**src/rtl/ifetch_queue_if.sv**
```systemverilog
// ifetch_queue_if: groups the instruction-memory handshake, the decoder-side
// valid/ready channel and the redirect request into one bundle.
// master: the fetch stage (drives requests and the queue head).
// slave : the environment (memory, decoder and branch resolution).
interface ifetch_queue_if;
    logic        memReq;
    logic [31:0] memAddr;
    logic        memGnt;
    logic        memRvalid;
    logic [31:0] memRdata;
    logic        instValid;
    logic [31:0] instData;
    logic [31:0] instPc;
    logic        instReady;
    logic        redirect;
    logic [31:0] redirectPc;

    modport master (
        output memReq, memAddr, instValid, instData, instPc,
        input  memGnt, memRvalid, memRdata, instReady, redirect, redirectPc
    );

    modport slave (
        input  memReq, memAddr, instValid, instData, instPc,
        output memGnt, memRvalid, memRdata, instReady, redirect, redirectPc
    );
endinterface

```
**src/rtl/ifetch_queue.sv**
```systemverilog
// ifetch_queue: sequential instruction fetch with a single outstanding memory
// request, a DEPTH-entry {pc, word} FIFO towards the decoder and a redirect
// path that flushes the queue and restarts fetch.
// Optional build macro IFQ_BYPASS_EN: a response arriving while the queue is
// empty is presented to the decoder in the same cycle.
module ifetch_queue #(
    parameter int          DEPTH    = 4,
    parameter logic [31:0] RESET_PC = 32'h0000_0000
) (
    input  logic           clk,
    input  logic           rst,
    ifetch_queue_if.master bus
);

    localparam int             AW       = $clog2(DEPTH);
    localparam logic [AW:0]    FULL_CNT = (AW+1)'(DEPTH);

    typedef enum logic {ST_REQ, ST_WAIT} state_e;

    state_e          state_q, state_d;
    logic [31:0]     fetch_pc_q, fetch_pc_d;
    logic [31:0]     req_pc_q, req_pc_d;
    logic            discard_q, discard_d;
    logic            req_hold_q, req_hold_d;
    logic [AW:0]     count_q, count_d;
    logic [AW-1:0]   rd_ptr_q, rd_ptr_d;
    logic [AW-1:0]   wr_ptr_q, wr_ptr_d;

    logic [31:0]     pc_mem   [DEPTH];
    logic [31:0]     data_mem [DEPTH];

    logic            queue_valid;
    logic            bypass_valid;
    logic            mem_req;
    logic            grant;
    logic            rsp_accept;
    logic            push;
    logic            pop;

    // Handshake decode: request gating, response acceptance, push/pop and bypass.
    always_comb begin
        // NOTE: every combinational output gets a default first so no path
        // leaves it unassigned and infers a latch.
        queue_valid = (count_q != '0);
        // The slot check only matters in REQ, where nothing is outstanding,
        // so count<DEPTH equals count+outstanding<DEPTH here.
        mem_req     = (state_q == ST_REQ) && (count_q < FULL_CNT) && !req_hold_q && !rst;
        grant       = mem_req && bus.memGnt;
        rsp_accept  = (state_q == ST_WAIT) && bus.memRvalid && !discard_q && !bus.redirect;
`ifdef IFQ_BYPASS_EN
        bypass_valid = rsp_accept && !queue_valid;
`else
        bypass_valid = 1'b0;
`endif
        push = rsp_accept && !(bypass_valid && bus.instReady);
        pop  = queue_valid && bus.instReady && !bus.redirect;
    end

    // Next-state logic for the fetch FSM, fetch PC and discard flag.
    always_comb begin
        state_d    = state_q;
        fetch_pc_d = fetch_pc_q;
        req_pc_d   = req_pc_q;
        discard_d  = discard_q;
        req_hold_d = 1'b0;
        case (state_q)
            ST_REQ: begin
                if (grant) begin
                    state_d    = ST_WAIT;
                    req_pc_d   = fetch_pc_q;
                    fetch_pc_d = fetch_pc_q + 32'd4;
                    // A redirect racing the grant cannot cancel it: the
                    // response still comes back and must be dropped.
                    if (bus.redirect) discard_d = 1'b1;
                end
            end
            ST_WAIT: begin
                if (bus.memRvalid) begin
                    state_d   = ST_REQ;
                    discard_d = 1'b0;
                end else if (bus.redirect) begin
                    discard_d = 1'b1;
                end
            end
            default: state_d = ST_REQ;
        endcase
        if (bus.redirect) fetch_pc_d = {bus.redirectPc[31:2], 2'b00};
    end

    // Next-state logic for the FIFO pointers and occupancy.
    always_comb begin
        rd_ptr_d = rd_ptr_q;
        wr_ptr_d = wr_ptr_q;
        count_d  = count_q;
        if (bus.redirect) begin
            rd_ptr_d = '0;
            wr_ptr_d = '0;
            count_d  = '0;
        end else begin
            if (push) wr_ptr_d = wr_ptr_q + AW'(1);
            if (pop)  rd_ptr_d = rd_ptr_q + AW'(1);
            case ({push, pop})
                2'b10:   count_d = count_q + (AW+1)'(1);
                2'b01:   count_d = count_q - (AW+1)'(1);
                default: count_d = count_q;
            endcase
        end
    end

    // Control state registers with synchronous reset.
    always_ff @(posedge clk) begin
        // NOTE: sequential state uses non-blocking assignments so every flop
        // samples the pre-edge values regardless of statement order.
        if (rst) begin
            state_q    <= ST_REQ;
            fetch_pc_q <= RESET_PC;
            req_pc_q   <= '0;
            discard_q  <= 1'b0;
            req_hold_q <= 1'b1;
            count_q    <= '0;
            rd_ptr_q   <= '0;
            wr_ptr_q   <= '0;
        end else begin
            state_q    <= state_d;
            fetch_pc_q <= fetch_pc_d;
            req_pc_q   <= req_pc_d;
            discard_q  <= discard_d;
            req_hold_q <= req_hold_d;
            count_q    <= count_d;
            rd_ptr_q   <= rd_ptr_d;
            wr_ptr_q   <= wr_ptr_d;
        end
    end

    // FIFO storage write.
    always_ff @(posedge clk) begin
        // NOTE: the storage array has no reset; occupancy gates every read,
        // so stale contents are never visible and the array can map to RAM.
        if (push) begin
            pc_mem[wr_ptr_q]   <= req_pc_q;
            data_mem[wr_ptr_q] <= bus.memRdata;
        end
    end

    // Output drive: queue head, or the bypassed response, or zeros when idle.
    always_comb begin
        bus.memReq    = mem_req;
        bus.memAddr   = fetch_pc_q;
        bus.instValid = queue_valid || bypass_valid;
        bus.instData  = '0;
        bus.instPc    = '0;
        if (queue_valid) begin
            bus.instData = data_mem[rd_ptr_q];
            bus.instPc   = pc_mem[rd_ptr_q];
        end else if (bypass_valid) begin
            bus.instData = bus.memRdata;
            bus.instPc   = req_pc_q;
        end
    end

endmodule

```
**src/flat_wrapper.sv**
```systemverilog
// flat-port wrapper written by rule: the top's interface ports become plain ports
module ifetch_queue_flat 
#(
    parameter int          DEPTH    = 4,
    parameter logic [31:0] RESET_PC = 32'h0000_0000
)
  (clk, rst, bus_memReq, bus_memAddr, bus_instValid, bus_instData, bus_instPc, bus_memGnt, bus_memRvalid, bus_memRdata, bus_instReady, bus_redirect, bus_redirectPc);
  ifetch_queue_if bus_i ();
  input  logic clk;
  input  logic rst;
  output wire logic [$bits(bus_i.memReq)-1:0] bus_memReq;
  output wire logic [$bits(bus_i.memAddr)-1:0] bus_memAddr;
  output wire logic [$bits(bus_i.instValid)-1:0] bus_instValid;
  output wire logic [$bits(bus_i.instData)-1:0] bus_instData;
  output wire logic [$bits(bus_i.instPc)-1:0] bus_instPc;
  input wire logic [$bits(bus_i.memGnt)-1:0] bus_memGnt;
  input wire logic [$bits(bus_i.memRvalid)-1:0] bus_memRvalid;
  input wire logic [$bits(bus_i.memRdata)-1:0] bus_memRdata;
  input wire logic [$bits(bus_i.instReady)-1:0] bus_instReady;
  input wire logic [$bits(bus_i.redirect)-1:0] bus_redirect;
  input wire logic [$bits(bus_i.redirectPc)-1:0] bus_redirectPc;
  assign bus_memReq = bus_i.memReq;
  assign bus_memAddr = bus_i.memAddr;
  assign bus_instValid = bus_i.instValid;
  assign bus_instData = bus_i.instData;
  assign bus_instPc = bus_i.instPc;
  assign bus_i.memGnt = bus_memGnt;
  assign bus_i.memRvalid = bus_memRvalid;
  assign bus_i.memRdata = bus_memRdata;
  assign bus_i.instReady = bus_instReady;
  assign bus_i.redirect = bus_redirect;
  assign bus_i.redirectPc = bus_redirectPc;
  ifetch_queue #(.DEPTH(DEPTH), .RESET_PC(RESET_PC)) u_core (.clk(clk), .rst(rst), .bus(bus_i));
endmodule
```
**config.mk**
```make
export PLATFORM = sky130hd
export DESIGN_NAME = ifetch_queue_flat
export DESIGN_NICKNAME = d
export VERILOG_FILES = /design/src/rtl/ifetch_queue_if.sv /design/src/rtl/ifetch_queue.sv /design/src/flat_wrapper.sv
export SDC_FILE = /design/constraint.sdc
export NUM_CORES = 1
export LEC_CHECK = 0
export CAP_MARGIN = 20
export CORE_ASPECT_RATIO = 1.5
export CORE_MARGIN = 10
export CORE_UTILIZATION = 35
export CTS_CLUSTER_DIAMETER = 80
export DETAILED_ROUTE_END_ITERATION = 12
export GPL_TIMING_DRIVEN = 0
export PLACE_DENSITY = 0.57
export SYNTH_ARGS = -nofsm -noshare
export SYNTH_HDL_FRONTEND = slang
export SYNTH_SLANG_ARGS = --single-unit
```
**constraint.sdc**
```tcl
create_clock -name clk -period 3.9 [get_ports clk]
set_input_delay 0.78 -clock clk [delete_from_list [all_inputs] [get_ports clk]]
set_output_delay 0.78 -clock clk [all_outputs]
set_load 0.005 [all_outputs]
```
==> out/qor.yml <==
synth-seq-area-share: 0.699
coreArea_um2: 35900
finalSetupTns_ns: 0
cts.reportedPaths.clkPinSlew_ns: 0.07
drive_gt1_frac: 0.130
synth-seq-cells: 320
antenna_cells: 0
crit_type: "reg -> out"
dr.pass1.iters: 4
p_leak_uw: 0.00504
route.met3.wl_um: 1590
io_pins: 168
max_freq_ghz: 0.271
met1_length_um: 12200
cp.required_ns: 3.12
synth_area_um2: 12700
avgSynthCellArea_um2: 15.5
min_path_cells: 2
layout_commonest_cell: "edfxtp_1"
min_delay_worst_endpoint: "u_core.discard_q$_SDFFE_PP0P_"
num_rows: 85
power_density_nw_per_um2: 426
critPathCaptureType: "primary output"
gp_congestion: 0.867
placed_area_um2: 15100
via_per_inst: 4.93
die_area_um2: 44500
remaining_drc_errors: 0
synthCells: 821
worstHoldStart: "u_core.discard_q$_SDFFE_PP0P_"
cp_common_cell: "buf_1"
drt_iter0_markers: 406
r2r_start: "u_core.state_q$_SDFF_PP0_"
io_buffer_count: 161
slew_headroom: 0.348
slowest_delay_ns: 0.58
design_area_um2: 16100
postCtsSetupRepairBufs: 0
r2r_cells: 5
wl_per_cell_um: 20.0
cts.sinks: 320
die_h_um: 253
cts_buffers: 30
insertion_delay_ns: 0.57
crit_slowest_cell: "buf_1"
post-route-util: 0.447
wl_met2_um: 15600
ant_nets: 0
antenna_found_initial: 0
pre_cts_ws_ns: 0.218
cts_root_buffer: "clkbuf_16"
area_growth_pct: 26.3
crit_path_max_fanout: 10
cts_hold_repair.buffers: 0
grtUsageTotal: 0.136
die_x_um: 176
reg2reg_to: "u_core.bus.memAddr[19]$_SDFFE_PP0P_"
status: "finished clean"
cts_buffer_depth: 3
synth_edf_count: 248
nets: 1098
hold_violations: 0
grt_pass1_wl_um: 47200
rsz0062_at_grt: "no"
power_uw: 6840
maxSlewViolCount: 0
ys.flop_type: "edfxtp_1"
async_flop_share: 0
yosysUniqueCellTypes: 45
fin_crit_ns: 3.69
critPathLaunchType: "register"
via_count: 7509
grt_pass1_vias: 8151
worstPathArrival_ns: 2.91
grt_max_degree: 43
setup_viol: 0
drv_cap: 0
yosysWarnings: 0
hold_path_class: "reg -> reg"
fin_worst_skew_ns: 0.0106
fin_ws_ns: 0.207
routed_wl_um: 30400
layout_common_cells: "248 x edfxtp_1, 161 x clkdlybuf4s50_1, 84 x nand2_1"
place.detailed.hpwl_um: 20600
max-vdd-ir-drop_v: 0.000284
grt.overflow.total: 0
reg2reg_slack_ns: 1.20
htree_levels: 1
tritoncts: "done"
finalCritPeriodShare: 0.947
top_layer: "met4"
initial_utilization: 0.354
tightest_slew_ns: 0.970
cp_cell_sequence: "buf_1 > buf_1 > mux4_2 > and2_1 > clkdlybuf4s50_1"
==> worst max-delay path by stage <==
stage / from / end / slack, ns / cells after the start
final: register / bus_instData[1] / 0.21 / 5
after global routing: register / bus_instData[19] / 0.001 / 5
after CTS: register / bus_instPc[2] / 0.03 / 4
after detailed placement: register / bus_instData[29] / 0.22 / 5
after global placement: bus_redirect / u_core.data_mem[1][27]$_DFFE_PP_ / -1.61 / 4
after floorplan: bus_redirect / u_core.data_mem[1][0]$_DFFE_PP_ / 0.47 / 3
==> routing by layer <==
metal	GRT usage	vias up
met5	0	-
met4	0.0546	0
met3	0.0292	52
met2	0.241	202
met1	0.155	3719
li1	-	3536
==> kinds of logic after synthesis <==
kind of cell	Yosys count	synth area share
xor gates and xnor gates	12	0.00827
and+or+nand+nor	268	0.110
AOI/OAI and AO/OA	80	0.0414
adders and majority gates	7	0.00748
buffers and inverters	70	0.0227
other	1	0.000295
muxes	63	0.111
DFF	320	0.699
==> cell type report <==
cell class	instances	area [um^2]
fillers	3311	19900
plain buffers	54	277
repair buffers	166	1730
clock buffers	38	802
well taps	478	598
flip-flops and latches	320	8890
multi-input cells	434	3550
clock inverters	18	149
inverters	15	56.3
==> Yosys cell counts (all sizes together), types with 15 or more instances <==
| cell type | count | area, um^2 |
|---|---|---|
| mux4 | 62 | 1400 |
| clkbuf | 36 | 135 |
| nor2 | 41 | 154 |
| a21oi | 34 | 170 |
| buf | 19 | 97.6 |
| or3 | 15 | 93.8 |
| a311oi | 15 | 131 |
| inv | 15 | 56.3 |
| nand2 | 84 | 315 |
| dfxtp | 72 | 1440 |
| and2 | 69 | 432 |
| edfxtp | 248 | 7450 |
==> metrics by stage <==
stage                     cells  hold slack (ns)
after detailed placement   1467            0.462
after global placement     1463            0.457
after floorplan             824            0.448
after global routing       1523            0.517
final                      1523            0.484
after CTS                  1522            0.474
==> sequential cells by signal (all words and copies together) (netlist names), 2 cells and up, named ones only <==
register / count
u_core.bus.memAddr: 30
u_core.data_mem: 128
u_core.count_q: 3
u_core.pc_mem: 120
u_core.req_pc_q: 30
u_core.rd_ptr_q: 2
u_core.wr_ptr_q: 2
==> worst max-delay path, delay by kind of cell (launching register included) <==
kind	cells	cell delay (ns)
DFF	1	0.30
muxes	1	0.40
buffers and inverters	3	1.47
and+or+nand+nor	1	0.18
==> power by group <==
| group | internal [uW] | leakage (uW) | total (uW) | switching (uW) |
|---|---|---|---|---|
| clock network | 1590 | 0.000457 | 2840 | 1250 |
| logic | 142 | 0.00175 | 258 | 116 |
| registers | 3690 | 0.00283 | 3740 | 49.4 |
==> repair_timing <==
action / in CTS / in global routing
setup endpoints to repair: 60 / 34
endpoints found under the hold margin: 0 / 0
resized for setup: 12 / 8
No activity file was read; power rests on OpenSTA's default activity.
